### src/rtl/seq_playback_pkg.sv
// Shared types, default parameters and helpers for the seq_playback note sequencer.
package seq_playback_pkg;

  localparam int DEF_NOTE_W    = 4;
  localparam int DEF_MAX_NOTES = 8;
  localparam int DEF_LEN_W     = 4;
  localparam int DEF_CNT_W     = 32;

  typedef enum logic [1:0] {
    IDLE   = 2'd0,
    LOADED = 2'd1,
    PLAY   = 2'd2,
    GAP    = 2'd3
  } state_t;

  // Requested level length saturated to the number of physical slots.
  function automatic int unsigned clamp_len(input int unsigned len, input int unsigned max_notes);
    return (len > max_notes) ? max_notes : len;
  endfunction

endpackage

### src/rtl/seq_duration_counter.sv
// Loadable down-counter that parks at zero; shared by note and gap timing.
module seq_duration_counter #(
  parameter int CNT_W = 32
) (
  input  logic             clk,
  input  logic             reset,
  input  logic             load,
  input  logic [CNT_W-1:0] load_val,
  output logic             zero
);

  logic [CNT_W-1:0] count;

  always_ff @(posedge clk or negedge reset) begin
    if (!reset)             count <= '0;
    else if (load)          count <= load_val;
    else if (count != '0)   count <= count - 1'b1;
  end

  assign zero = (count == '0);

endmodule

### src/rtl/seq_playback.sv
// Level playback engine: latches up to MAX_NOTES notes and plays them with a programmable hold time.
// Define SEQ_PLAYBACK_GAP_EN to add a gap_period input and silent GAP cycles between notes.
module seq_playback
  import seq_playback_pkg::*;
#(
  parameter int NOTE_W    = DEF_NOTE_W,
  parameter int MAX_NOTES = DEF_MAX_NOTES,
  parameter int LEN_W     = DEF_LEN_W,
  parameter int CNT_W     = DEF_CNT_W
) (
  input  logic                        clk,
  input  logic                        reset,
  input  logic [NOTE_W*MAX_NOTES-1:0] level_data,
  input  logic [LEN_W-1:0]            level_length,
  input  logic [CNT_W-1:0]            note_period,
`ifdef SEQ_PLAYBACK_GAP_EN
  input  logic [CNT_W-1:0]            gap_period,
`endif
  input  logic                        load_level,
  input  logic                        start_playback,
  input  logic                        stop,
  output logic [NOTE_W-1:0]           note_out,
  output logic                        note_valid,
  output logic [LEN_W-1:0]            note_index,
  output logic                        busy,
  output logic                        done_playback
);

  state_t                      state, state_nx;
  logic [NOTE_W*MAX_NOTES-1:0] level_r;
  logic [LEN_W-1:0]            length_r, index_r, idx_nx;
  logic [CNT_W-1:0]            period_r, start_period, cnt_val;
  logic                        done_r, done_nx;
  logic                        do_load, do_start, cnt_load, cnt_zero, last;
  logic [NOTE_W-1:0]           note_sel;
`ifdef SEQ_PLAYBACK_GAP_EN
  logic [CNT_W-1:0]            gap_r;
`endif

  assign start_period = (note_period == '0) ? {{(CNT_W-1){1'b0}}, 1'b1} : note_period;
  assign last         = ((index_r + 1'b1) == length_r);

  seq_duration_counter #(.CNT_W(CNT_W)) u_dur (
    .clk      (clk),
    .reset    (reset),
    .load     (cnt_load),
    .load_val (cnt_val),
    .zero     (cnt_zero)
  );

  always_comb begin
    state_nx = state;
    idx_nx   = index_r;
    done_nx  = 1'b0;
    do_load  = 1'b0;
    do_start = 1'b0;
    cnt_load = 1'b0;
    cnt_val  = '0;
    case (state)
      IDLE: begin
        if (load_level) begin
          do_load  = 1'b1;
          state_nx = LOADED;
        end
      end
      LOADED: begin
        // A load in the same cycle as a start takes precedence; the start is dropped.
        if (load_level) begin
          do_load = 1'b1;
        end else if (start_playback) begin
          do_start = 1'b1;
          if (length_r == '0) begin
            done_nx = 1'b1;
          end else begin
            state_nx = PLAY;
            idx_nx   = '0;
            cnt_load = 1'b1;
            cnt_val  = start_period - 1'b1;
          end
        end
      end
      PLAY: begin
        if (stop) begin
          state_nx = LOADED;
          idx_nx   = '0;
        end else if (cnt_zero) begin
          if (last) begin
            state_nx = LOADED;
            idx_nx   = '0;
            done_nx  = 1'b1;
          end
`ifdef SEQ_PLAYBACK_GAP_EN
          else if (gap_r != '0) begin
            state_nx = GAP;
            cnt_load = 1'b1;
            cnt_val  = gap_r - 1'b1;
          end
`endif
          else begin
            idx_nx   = index_r + 1'b1;
            cnt_load = 1'b1;
            cnt_val  = period_r - 1'b1;
          end
        end
      end
`ifdef SEQ_PLAYBACK_GAP_EN
      GAP: begin
        if (stop) begin
          state_nx = LOADED;
          idx_nx   = '0;
        end else if (cnt_zero) begin
          state_nx = PLAY;
          idx_nx   = index_r + 1'b1;
          cnt_load = 1'b1;
          cnt_val  = period_r - 1'b1;
        end
      end
`endif
      default: begin
        state_nx = IDLE;
        idx_nx   = '0;
      end
    endcase
  end

  always_ff @(posedge clk or negedge reset) begin
    if (!reset) begin
      state    <= IDLE;
      level_r  <= '0;
      length_r <= '0;
      index_r  <= '0;
      period_r <= '0;
      done_r   <= 1'b0;
`ifdef SEQ_PLAYBACK_GAP_EN
      gap_r    <= '0;
`endif
    end else begin
      state   <= state_nx;
      index_r <= idx_nx;
      done_r  <= done_nx;
      if (do_load) begin
        level_r  <= level_data;
        length_r <= LEN_W'(clamp_len(32'(level_length), MAX_NOTES));
      end
      if (do_start) begin
        period_r <= start_period;
`ifdef SEQ_PLAYBACK_GAP_EN
        gap_r    <= gap_period;
`endif
      end
    end
  end

  // Note 0 occupies the most significant slot of the packed level.
  always_comb begin
    note_sel = '0;
    for (int i = 0; i < MAX_NOTES; i++)
      if (index_r == LEN_W'(i)) note_sel = level_r[(MAX_NOTES-1-i)*NOTE_W +: NOTE_W];
  end

  assign note_valid    = (state == PLAY);
  assign busy          = (state == PLAY) || (state == GAP);
  assign note_out      = note_valid ? note_sel : '0;
  assign note_index    = busy ? index_r : '0;
  assign done_playback = done_r;

endmodule
### config.mk
export PLATFORM = sky130hd
export DESIGN_NAME = seq_playback
export DESIGN_NICKNAME = d
export VERILOG_FILES = /design/src/rtl/seq_playback_pkg.sv /design/src/rtl/seq_duration_counter.sv /design/src/rtl/seq_playback.sv
export SDC_FILE = /design/constraint.sdc
export NUM_CORES = 1
export LEC_CHECK = 0
export CAP_MARGIN = 20
export CORE_AREA = 2 2 115 117
export CTS_BUF_LIST = sky130_fd_sc_hd__clkbuf_16
export DETAILED_ROUTE_END_ITERATION = 8
export DIE_AREA = 0 0 117 119
export PLACE_DENSITY = 0.85
export SETUP_SLACK_MARGIN = 0.02
export SKIP_CTS_REPAIR_TIMING = 1
export SYNTH_ARGS = -nofsm -noshare
export SYNTH_HDL_FRONTEND = slang
export SYNTH_SLANG_ARGS = --single-unit
### constraint.sdc
create_clock -name clk -period 2.72 [get_ports clk]
set_input_delay 0.544 -clock clk [delete_from_list [all_inputs] [get_ports clk]]
set_output_delay 0.544 -clock clk [all_outputs]
set_load 0.02 [all_outputs]
==> results of run 1 <==
-- critical path: cells and delay by family --
| kind | cells | cell delay, ps |
|---|---|---|
| xor gates and xnor gates | 1 | 140 |
| buffers and inverters | 1 | 90 |
| adders and majority gates | 1 | 210 |
| and+or+nand+nor | 6 | 1710 |
| AOI/OAI and AO/OA | 3 | 490 |
-- metal layers --
layer  global-route usage, %  wire [µm]  vias to the layer above
met2                    49.3      10600                      323
li1                        -          -                     2941
met1                    35.9       8310                     3129
met5                       0          0                        -
met4                    13.0        750                        0
met3                    3.87       1400                       66
-- cell type report --
type | count | area [µm²] | area share (%)
clock inverter | 7 | 124 | 1.32
multi-input combinational | 558 | 4340 | 46.2
sequential | 107 | 2680 | 28.5
clock buffer | 9 | 225 | 2.40
inverter | 13 | 48.8 | 0.519
tap | 176 | 220 | 2.34
timing repair buffer | 192 | 1760 | 18.8
-- per-stage QoR --
stage / total power [mW] / cell area, µm² / worst slack [ps] / util [%]
floorplan: 5.22 / 6870 / -468 / -
global placement: 6.27 / 8580 / -868 / 66.6
detailed placement: 6.47 / 8580 / -939 / 66.6
CTS: 8.03 / 8930 / -713 / 69.3
global route: 8.86 / 9400 / -264 / 73.0
finish: 8.39 / 9400 / -199 / 73.0
-- placed cells by master (no fill, tap or decap), types with 7 or more instances in the layout --
cell type / n
nor2b_1: 13
clkdlybuf4s50_1: 50
or3_1: 8
nand2_1: 52
inv_1: 11
mux2_2: 64
nor4_1: 21
and2_1: 8
o22ai_1: 9
xor2_1: 38
clkbuf_16: 9
or4_1: 7
buf_6: 12
dlymetal6s2s_1: 25
o21ai_0: 28
nand2b_1: 8
nor3_1: 31
dfrtp_1: 107
a22oi_1: 11
nand4_1: 9
buf_4: 99
nor2_1: 38
xnor2_1: 40
a21oi_1: 17
nand3_1: 14
-- synthesized netlist by cell type, types with 8 or more instances --
| master | n |
|---|---|
| nand2b_1 | 9 |
| a211oi_1 | 8 |
| clkbuf_1 | 21 |
| or3_1 | 9 |
| mux2_2 | 64 |
| and2_1 | 9 |
| a22oi_1 | 14 |
| a21oi_1 | 19 |
| or4_1 | 11 |
| nand3_1 | 16 |
| nor3_1 | 36 |
| nand2_1 | 56 |
| inv_1 | 13 |
| xor2_1 | 39 |
| nor2b_1 | 16 |
| xnor2_1 | 42 |
| nor2_1 | 40 |
| ha_1 | 11 |
| nor4_1 | 26 |
| nand4_1 | 9 |
| dfrtp_1 | 107 |
| o21ai_0 | 34 |
| o22ai_1 | 9 |
-- where the power goes --
group	total [mW]	internal [mW]	switching (mW)
Clock	1.53	0.908	0.619
Combinational	3.67	1.90	1.77
Sequential	3.18	2.36	0.829
Total	8.39	5.16	3.22
-- worst paths after layout --
check / start / endpoint / slack (ps) / cells after the start
worst max register to register: index_r[0]$_DFFE_PN0P_ / u_dur.count[3]$_DFFE_PN0P_ / 120 / 11
worst max-delay path: note_period[28] / u_dur.count[14]$_DFFE_PN0P_ / -200 / 12
min in group clk: level_r[4]$_DFFE_PN0P_ / level_r[4]$_DFFE_PN0P_ / 510 / 1
max in group asynchronous: reset / u_dur.count[31]$_DFFE_PN0P_ / 1800 / 2
worst min-delay path: reset / level_r[22]$_DFFE_PN0P_ / 200 / 1
worst min register to register: level_r[4]$_DFFE_PN0P_ / level_r[4]$_DFFE_PN0P_ / 510 / 1
-- state kept, by name (all words and copies together), names as in the netlist --
signal	cells
length_r	4
done_playback	1
period_r	32
state	2
level_r	32
index_r	4
u_dur.count	32
-- kinds of logic after synthesis --
| family | Yosys count | synth area share, % |
|---|---|---|
| compound gates | 122 | 12.1 |
| xor+xnor | 83 | 11.0 |
| fa+ha+maj | 11 | 2.01 |
| buf+inv | 41 | 2.43 |
| flops | 107 | 39.2 |
| mux | 70 | 11.4 |
| simple gates | 272 | 21.9 |
==> results.tsv, run 1 <==
stage	metric	value	unit
run_status	run_status	finished, violations left	
run_status	failed_checks	setup timing	
floorplanning	die_area	13900	µm²
worst_setup_path	crit_type	primary input to flop	
floorplanning	ios	84	
synth	ys_seq_area_share	39.2	%
sta	period_minus_slack	2920	ps
power_and_ir_drop	peakVddDrop	435	µV
global_route	grt_max_degree	49	
clocking	cts_buffers	9	
floorplanning	die_h	119	µm
finish	num_antenna_cells	0	
synth	synth_seq_cells	107	
sta	worstMarginPinSlew	643	ps
synth	synthCells	706	
clocking	cts_tree	built	
synth	synthArstFlopShare	100	%
drt	wirelength	21.0	mm
sta	worst_slack	-199	ps
finish	finalNonFillerCells	1062	
sta	clock.fmax	0.343	GHz
worst_setup_path	required	2970	ps
clocking	htree_levels	3	
global_route	grt_pass1_vias	6306	
finish	fillers	904	
drt	drc	0	
power_and_ir_drop	leakage	4.01	nW
sta	tns	-1930	ps
worst_setup_path	worstPathArrival	3170	ps
synth	yosys_most_used_dff	dfrtp_1	
finish	nets	965	
drt	viasPerCell	6.08	
placed_design	port_buffers	83	
drt	drt_iter0_markers	646	
synth	netlist_area	6840	µm²
synth	ys_types	59	
sta	relSlewSlack	57.1	%
finish	syn2layout_area_growth	37.4	%
finish	drive_gt1_share	30.4	%
global_route	grt_usage	28.8	%
worst_setup_path	cp_common_cell	or4b_4	
worst_setup_path	critPathMaxFanout	4	
worst_setup_path	crit_path_end_kind	flop	
min_path	hp-class	primary input to async pin	
clocking	worst_skew_pair.late_latency	360	ps
drt	postRouteAntennaNets	0	
worst_setup_path	startpoint_type	primary input	
floorplanning	core-area	12900	µm²
synth	yosys_warnings	0	
sta	hold_ws	204	ps
synth	avgSynthCellArea	9.68	µm²
floorplanning	rows	42	
synth	synth_area_leaders	dfrtp_1 (39%), mux2_2 (11%), xnor2_1 (5.4%)	
worst_setup_path	path_cells	buf_6 -> or4_4 -> or4b_4 -> nor3_4 -> a21oi_2 -> ha_2 -> or4b_4 -> nor4_4 -> xor2_1 -> a22oi_1 -> nor2_1 -> a31o_2	
sta	post-route-period-util	107	%
global_route	antenna_found_initial	0	
placed_design	place_congestion	0.982	
power_and_ir_drop	power_density	893	nW/µm²
synth	synth_top_area_share	39.2	%
worst_setup_path	cp_slowest_cell	or4_4	
global_route	overflow	0	
flow_run	maxCapViolations	0	
synth	synth_area_leader_cell	dfrtp_1	
clocking	path_clk_slew	70	ps
sta	setup_violations	18	
clocking	clock_sinks	107	
drt	dr_total_vias	6459	
sta	final.setup_skew	10.8	ps
global_route	grt_pass1_wl	31.2	mm
drt	routedWlPerCell	19.8	µm
floorplanning	initial_utilization	53.1	%
placed_design	post-dp-hpwl	15.0	mm
clocking	max-clock-path-buffers	2	
sta	report.final.slew_viol_count	0	
floorplanning	die_w	117	µm
clocking	clockRootBuffer	clkbuf_16	
worst_setup_path	slowest_delay	570	ps
sta	rsz0062_at_grt	yes	
placed_design	dp_cells	1036	
drt	drtPass1Iterations	5	
synth	synth-edff-count	0	
synth	synth_fp_nets	790	
sta	hold_viol	0	
(Power assumes the default switching activity.)
==> run 2: changes to the inputs <==
--- a/config.mk
+++ b/config.mk
@@ -6,10 +6,10 @@
 export NUM_CORES = 1
 export LEC_CHECK = 0
 export CAP_MARGIN = 20
-export CORE_AREA = 2 2 115 117
+export CORE_AREA = 2 2 103 130
 export CTS_BUF_LIST = sky130_fd_sc_hd__clkbuf_16
 export DETAILED_ROUTE_END_ITERATION = 8
-export DIE_AREA = 0 0 117 119
+export DIE_AREA = 0 0 105 132
 export PLACE_DENSITY = 0.85
 export SETUP_SLACK_MARGIN = 0.02
 export SKIP_CTS_REPAIR_TIMING = 1
==> constraint.sdc (replaced) <==
create_clock -name clk -period 3.6 [get_ports clk]
set_input_delay 0.72 -clock clk [delete_from_list [all_inputs] [get_ports clk]]
set_output_delay 0.72 -clock clk [all_outputs]
set_load 0.02 [all_outputs]
==> run 2 against run 1 <==
Clock skew decreased by 2.1 ps; the run now ends clean; global-route usage decreased by 1.2 points; sequential power decreased by 25%; first-iteration DRC count shrank 36%; setup slack improved by 300 ps; critical path type unchanged.
==> results.tsv, run 2 (synthesis results as in run 1) <==
stage	metric	value	unit	change
floorplanning	die_area	13900	µm²	about the same
placed_design	dp_cells	987		was 1,036
drt	postRouteAntennaNets	0		unchanged
worst_setup_path	rr_startpoint	index_r[0]$_DFFE_PN0P_		unchanged
clocking	worst_skew_pair.late_latency	350	ps	was 360 ps
power_and_ir_drop	switching_power	2.34	mW	was 3.22 mW
run_status	run_status	finished, final reports clean		was finished, violations left
finish	num_antenna_cells	0		unchanged
worst_setup_path	cp-startpoint	note_period[4]		was note_period[28]
power_and_ir_drop	clock_power_share	16.3	%	was 18.2%
clocking	clockRootBuffer	clkbuf_16		unchanged
sta	clock.fmax	0.286	GHz	
placed_design	place_congestion	0.928		was 0.982
global_route	grt_pass1_wl	30.8	mm	was 31.2 mm
worst_setup_path	slowest_delay	560	ps	was 570 ps
global_route	grt_usage	27.7	%	was 28.8%
floorplanning	ios	84		unchanged
sta	post-route-period-util	97.3	%	
finish	final_util	68.5	%	was 73.0%
finish	final_cell_mix	dfrtp_1 (106), clkdlybuf4s50_1 (80), mux2_2 (64), buf_4 (59), nand2_1 (56)		was dfrtp_1 (107), buf_4 (99), mux2_2 (64), nand2_1 (52), clkdlybuf4s50_1 (50)
sta	setup_violations	0		was 18
sta	report.final.slew_viol_count	0		unchanged
clocking	cts_buffers	9		unchanged
power_and_ir_drop	power_density	683	nW/µm²	was 893 nW/µm²
worst_setup_path	startpoint_type	primary input		unchanged
placed_design	post-place-ws	-392	ps	was -939 ps
placed_design	port_buffers	83		unchanged
sta	relSlewSlack	43.1	%	was 57.1%
worst_setup_path	critPathBufInv	3		was 1
global_route	overflow	0		unchanged
sta	worst_slack	98.5	ps	was -199 ps
drt	dr_total_vias	6047		was 6,459
clocking	clock_sinks	107		unchanged
worst_setup_path	path_cells	clkdlybuf4s50_1 -> or4_4 -> or4b_4 -> nor3_4 -> a21oi_2 -> ha_1 -> buf_4 -> nor3b_1 -> buf_4 -> xor2_1 -> a22oi_1 -> o22ai_1		was buf_6 -> or4_4 -> or4b_4 -> nor3_4 -> a21oi_2 -> ha_2 -> or4b_4 -> nor4_4 -> xor2_1 -> a22oi_1 -> nor2_1 -> a31o_2
power_and_ir_drop	switching_share	39.8	%	was 38.4%
placed_design	post-dp-hpwl	14.6	mm	was 15.0 mm
floorplanning	die_h	132	µm	was 119 µm
finish	nets	915		was 965
power_and_ir_drop	leakage	3.43	nW	was 4.01 nW
sta	final.setup_skew	8.73	ps	was 10.8 ps
drt	wirelength	19.0	mm	was 21.0 mm
finish	fillers	976		was 904
sta	hold_viol	0		unchanged
floorplanning	rows	46		was 42
worst_setup_path	crit_type	primary input to flop		unchanged
min_path	hp-class	primary input to async pin		unchanged
clocking	max-clock-path-buffers	2		unchanged
clocking	cts_tree	built		unchanged
sta	worstMarginPinSlew	854	ps	was 643 ps
clocking	htree_levels	3		unchanged
drt	drtPass1Iterations	5		unchanged
finish	final_common_cell	dfrtp_1		unchanged
power_and_ir_drop	fin_total_pwr	5.87	mW	was 8.39 mW
worst_setup_path	worstPathArrival	3690	ps	was 3170 ps
drt	viasPerCell	6.02		was 6.08
power_and_ir_drop	p_int	3.54	mW	was 5.16 mW
worst_setup_path	required	3790	ps	was 2970 ps
finish	syn2layout_area_growth	25.8	%	was 37.4%
global_route	grt_pass1_vias	6238		was 6,306
power_and_ir_drop	power_frac_seq	40.7	%	was 38.0%
finish	drive_gt1_share	20.7	%	was 30.4%
drt	drc	0		unchanged
worst_setup_path	critPathMaxFanout	2		was 4
floorplanning	initial_utilization	54.5	%	was 53.1%
drt	drt_iter0_markers	416		was 646
flow_run	maxCapViolations	0		unchanged
power_and_ir_drop	combPwrFrac	43.0	%	was 43.8%
worst_setup_path	crit_path_end_kind	flop		unchanged
floorplanning	core-area	12500	µm²	was 12,900 µm²
global_route	antenna_found_initial	0		unchanged
global_route	grt_max_degree	66		was 49
worst_setup_path	cp_common_cell	buf_4		was or4b_4
worst_setup_path	path_delay_family	simple AND/OR/NAND/NOR gates		unchanged
finish	finalNonFillerCells	1004		was 1,062
finish	largestRegisters	level_r: 32 flops, period_r: 32 flops, u_dur.count: 32 flops		unchanged
sta	period_minus_slack	3500	ps	
floorplanning	die_w	105	µm	was 117 µm
clocking	path_clk_slew	80	ps	was 70 ps
worst_setup_path	cp_slowest_cell	or4_4		unchanged
drt	routedWlPerCell	19.0	µm	was 19.8 µm
power_and_ir_drop	peakVddDrop	345	µV	was 435 µV
## run 2: cell count changes in the layout (fill, tap and decap cells not counted), sizes merged
cell / change
clkinvlp: +1
bufinv: -3
clkinv: +1
dlymetal6s2s: -23
clkdlybuf4s50: +30
buf: -54
inv: +1
clkbuf: -3
## run 2: worst paths after layout
check	endpoint	slack (ps)	depth (start not counted)
min in group clk	level_r[13]$_DFFE_PN0P_	510	1
min reg2reg	level_r[13]$_DFFE_PN0P_	510	1
min	level_r[24]$_DFFE_PN0P_	470	1
max reg2reg	u_dur.count[10]$_DFFE_PN0P_	420	8
max in group asynchronous	u_dur.count[24]$_DFFE_PN0P_	2220	2
max	u_dur.count[4]$_DFFE_PN0P_	100	12
## run 2: layout make-up
type	instances	area (µm²)	share of cell area [%]
Inverter	13	48.8	0.568
Clock inverter	7	61.3	0.713
Multi-Input combinational cell	558	4080	47.4
Sequential cell	107	2680	31.2
Tap cell	168	210	2.44
Timing Repair Buffer	142	1300	15.1
Clock buffer	9	225	2.62
## run 2: through the flow
step	hold slack (ps)	TNS (ps)	instance area (µm²)
floorplan	424	0	6840
global placement	488	-3580	8210
detailed placement	494	-4470	8210
CTS	497	-377	8500
global route	518	-24.6	8600
finish	473	0	8600
## run 2: per-layer routing
| layer | global-route usage [%] | part of all wire, % |
|---|---|---|
| met4 | 11.9 | 3.7 |
| met3 | 3.76 | 4.7 |
| met2 | 50.8 | 52 |
| met1 | 31.9 | 40 |
| met5 | 0 | 0 |
## run 2: power by group through the flow
stage | logic [mW] | clock network (mW) | registers, mW
5_1_grt | 2.75 | 1.03 | 2.47
3_5_place_dp | 2.40 | 0 | 2.39
6_report | 2.52 | 0.959 | 2.39
3_3_place_gp | 2.31 | 0 | 2.33
2_1_floorplan | 1.73 | 0 | 2.21
4_1_cts | 2.42 | 0.968 | 2.36
==> run 3: changes to the inputs <==
--- a/config.mk
+++ b/config.mk
@@ -6,10 +6,10 @@
 export NUM_CORES = 1
 export LEC_CHECK = 0
 export CAP_MARGIN = 20
-export CORE_AREA = 2 2 103 130
+export CORE_AREA = 10 10 111 138
 export CTS_BUF_LIST = sky130_fd_sc_hd__clkbuf_16
 export DETAILED_ROUTE_END_ITERATION = 8
-export DIE_AREA = 0 0 105 132
+export DIE_AREA = 0 0 121 148
 export PLACE_DENSITY = 0.85
 export SETUP_SLACK_MARGIN = 0.02
 export SKIP_CTS_REPAIR_TIMING = 1
==> run 3 against run 2 <==
Clock skew is 0.79 ps lower; maximum frequency hardly changed; setup slack better by 1.4 ps; clock power is 14% higher; power rose by 2.0%; core utilization hardly changed; routed wire length is 5.7% higher; critical path depth shrank 3; clock-buffer cell count stayed put; largest cell class unchanged; largest power group unchanged; highest routed layer unchanged.
==> results.tsv, run 3 (synthesis results as in run 1) <==
stage	metric	value	unit	change
drt	drtPass1Iterations	5		unchanged
floorplanning	die_h	148	µm	was 132 µm
clocking	worst_skew_pair.late_latency	360	ps	was 350 ps
min_path	holdCritStartpoint	level_r[12]$_DFFE_PN0P_		
worst_setup_path	startpoint_type	flop		was primary input
finish	largestRegisters	level_r: 32 flops, period_r: 32 flops, u_dur.count: 32 flops		unchanged
drt	viasPerCell	6.13		was 6.02
sta	period_minus_slack	3500	ps	about the same
worst_setup_path	r2r_end	u_dur.count[25]$_DFFE_PN0P_		was u_dur.count[10]$_DFFE_PN0P_
drt	top_layer	met4		unchanged
sta	relSlewSlack	35.7	%	was 43.1%
min_path	hp-class	flop to flop		was primary input to async pin
clocking	max-clock-path-buffers	2		unchanged
worst_setup_path	cp_slowest_cell	clkdlybuf4s50_1		was or4_4
drt	drc	0		unchanged
sta	setup_violations	0		unchanged
drt	routedWlPerCell	20.0	µm	was 19.0 µm
worst_setup_path	required	2880	ps	was 3790 ps
placed_design	place_congestion	0.939		was 0.928
worst_setup_path	ff2ff_setup_slack	490	ps	was 420 ps
min_path	holdPathStages	1		
floorplanning	core-area	12600	µm²	was 12,500 µm²
finish	final_util	68.5	%	about the same
power_and_ir_drop	fin_total_pwr	5.99	mW	was 5.87 mW
floorplanning	die_area	17900	µm²	was 13,900 µm²
worst_setup_path	critPathMaxFanout	8		was 2
drt	drt_iter0_markers	531		was 416
floorplanning	initial_utilization	54.2	%	was 54.5%
global_route	grt_max_degree	77		was 66
placed_design	post-dp-hpwl	15.3	mm	was 14.6 mm
sta	report.final.slew_viol_count	0		unchanged
drt	wl_met1	7.84	mm	was 7.56 mm
worst_setup_path	rr_startpoint	index_r[0]$_DFFE_PN0P_		unchanged
sta	worst_slack	99.9	ps	was 98.5 ps
global_route	grt_pass1_wl	32.2	mm	was 30.8 mm
global_route	antenna_found_initial	0		unchanged
clocking	clockRootBuffer	clkbuf_16		unchanged
worst_setup_path	r2r_cells	8		unchanged
placed_design	dp_cells	988		was 987
worst_setup_path	slowest_delay	530	ps	was 560 ps
run_status	run_status	finished, final reports clean		unchanged
floorplanning	ios	84		unchanged
sta	hold_viol	0		unchanged
finish	syn2layout_area_growth	26.4	%	was 25.8%
power_and_ir_drop	power_density	694	nW/µm²	was 683 nW/µm²
power_and_ir_drop	peakVddDrop	377	µV	was 345 µV
worst_setup_path	crit_type	flop to primary output		was primary input to flop
clocking	clock_sinks	107		unchanged
global_route	grt_usage	22.2	%	was 27.7%
finish	final-seq-area	2680	µm²	unchanged
placed_design	post-place-ws	-429	ps	was -392 ps
finish	drive_gt1_share	20.7	%	about the same
placed_design	port_buffers	83		unchanged
worst_setup_path	crit_path_end_kind	primary output		was flop
finish	nets	916		was 915
sta	clock.fmax	0.286	GHz	about the same
drt	dr_total_vias	6164		was 6,047
min_path	whs_endpoint	level_r[12]$_DFFE_PN0P_		
finish	fillers	926		was 976
clocking	cts_tree	built		unchanged
worst_setup_path	path_cells	inv_1 -> ha_1 -> buf_4 -> a221oi_1 -> nor3_1 -> a211oi_2 -> o31ai_1 -> and2_1 -> clkdlybuf4s50_1		was clkdlybuf4s50_1 -> or4_4 -> or4b_4 -> nor3_4 -> a21oi_2 -> ha_1 -> buf_4 -> nor3b_1 -> buf_4 -> xor2_1 -> a22oi_1 -> o22ai_1
sta	final.setup_skew	7.93	ps	was 8.73 ps
flow_run	maxCapViolations	0		unchanged
power_and_ir_drop	leakage	3.47	nW	was 3.43 nW
clocking	path_clk_slew	70	ps	was 80 ps
drt	met2_length	10.2	mm	was 9.86 mm
finish	final_common_cell	dfrtp_1		unchanged
drt	met3_length	1.16	mm	was 894 µm
drt	postRouteAntennaNets	0		unchanged
clocking	cts_buffers	9		unchanged
sta	tns	0	ps	unchanged
finish	multi_input_area	4070	µm²	was 4080 µm²
global_route	grt_pass1_vias	6474		was 6,238
sta	post-route-period-util	97.2	%	was 97.3%
drt	wirelength	20.1	mm	was 19.0 mm
finish	num_antenna_cells	0		unchanged
floorplanning	rows	46		unchanged
clocking	htree_levels	3		unchanged
finish	finalNonFillerCells	1005		was 1,004
finish	final_cell_mix	dfrtp_1 (106), clkdlybuf4s50_1 (79), mux2_2 (64), buf_4 (60), nand2_1 (56)		was dfrtp_1 (106), clkdlybuf4s50_1 (80), mux2_2 (64), buf_4 (59), nand2_1 (56)
floorplanning	die_w	121	µm	was 105 µm
global_route	overflow	0		unchanged
worst_setup_path	worstPathArrival	2780	ps	was 3690 ps
sta	rsz0062_at_grt	no		
sta	worstMarginPinSlew	965	ps	was 854 ps
## run 3: cell type report
class	count	area share, %
Clock buffer	9	2.61
Clock inverter	7	1.14
Inverter	13	0.565
Multi-Input combinational cell	558	47.1
Sequential cell	107	31.0
Tap cell	168	2.43
Timing Repair Buffer	143	15.1
## run 3: layer usage
layer / track usage [%] / vias to the layer above
met5: 0 / -
met4: 10.9 / 0
met3: 3.81 / 58
met2: 38.9 / 309
met1: 25.3 / 2953
li1: - / 2844
## run 3: how the worst max path moves through the flow
stage	startpoint	endpoint	slack [ps]
floorplan	note_period[4]	u_dur.count[14]$_DFFE_PN0P_	50
global placement	note_period[26]	u_dur.count[30]$_DFFE_PN0P_	-320
detailed placement	note_period[27]	u_dur.count[30]$_DFFE_PN0P_	-430
CTS	index_r[0]$_DFFE_PN0P_	note_out[1]	-100
global route	index_r[0]$_DFFE_PN0P_	note_out[3]	8
finish	index_r[1]$_DFFE_PN0P_	note_out[3]	100
## run 3: worst max-delay path, delay by kind of cell, from the launching register on
family                   cells  cell delay (ps)
AO/OA/AOI/OAI                3              700
adder cells (fa/ha/maj)      1              240
buffers and inverters        3              820
flip-flops                   1              430
AND/OR/NAND/NOR              2              260
## run 3: through the flow
step	instance area, µm²	hold WS [ps]
after floorplan	6840	424
after global placement	8220	488
after detailed placement	8220	497
after CTS	8550	513
after global routing	8640	523
final	8640	513
## run 3: report_power, final
part           internal (mW)  total (mW)  switching, mW  leakage [nW]
clock network          0.615        1.09          0.475         0.156
logic                   1.27        2.51           1.24          2.02
registers               1.78        2.39          0.611          1.29
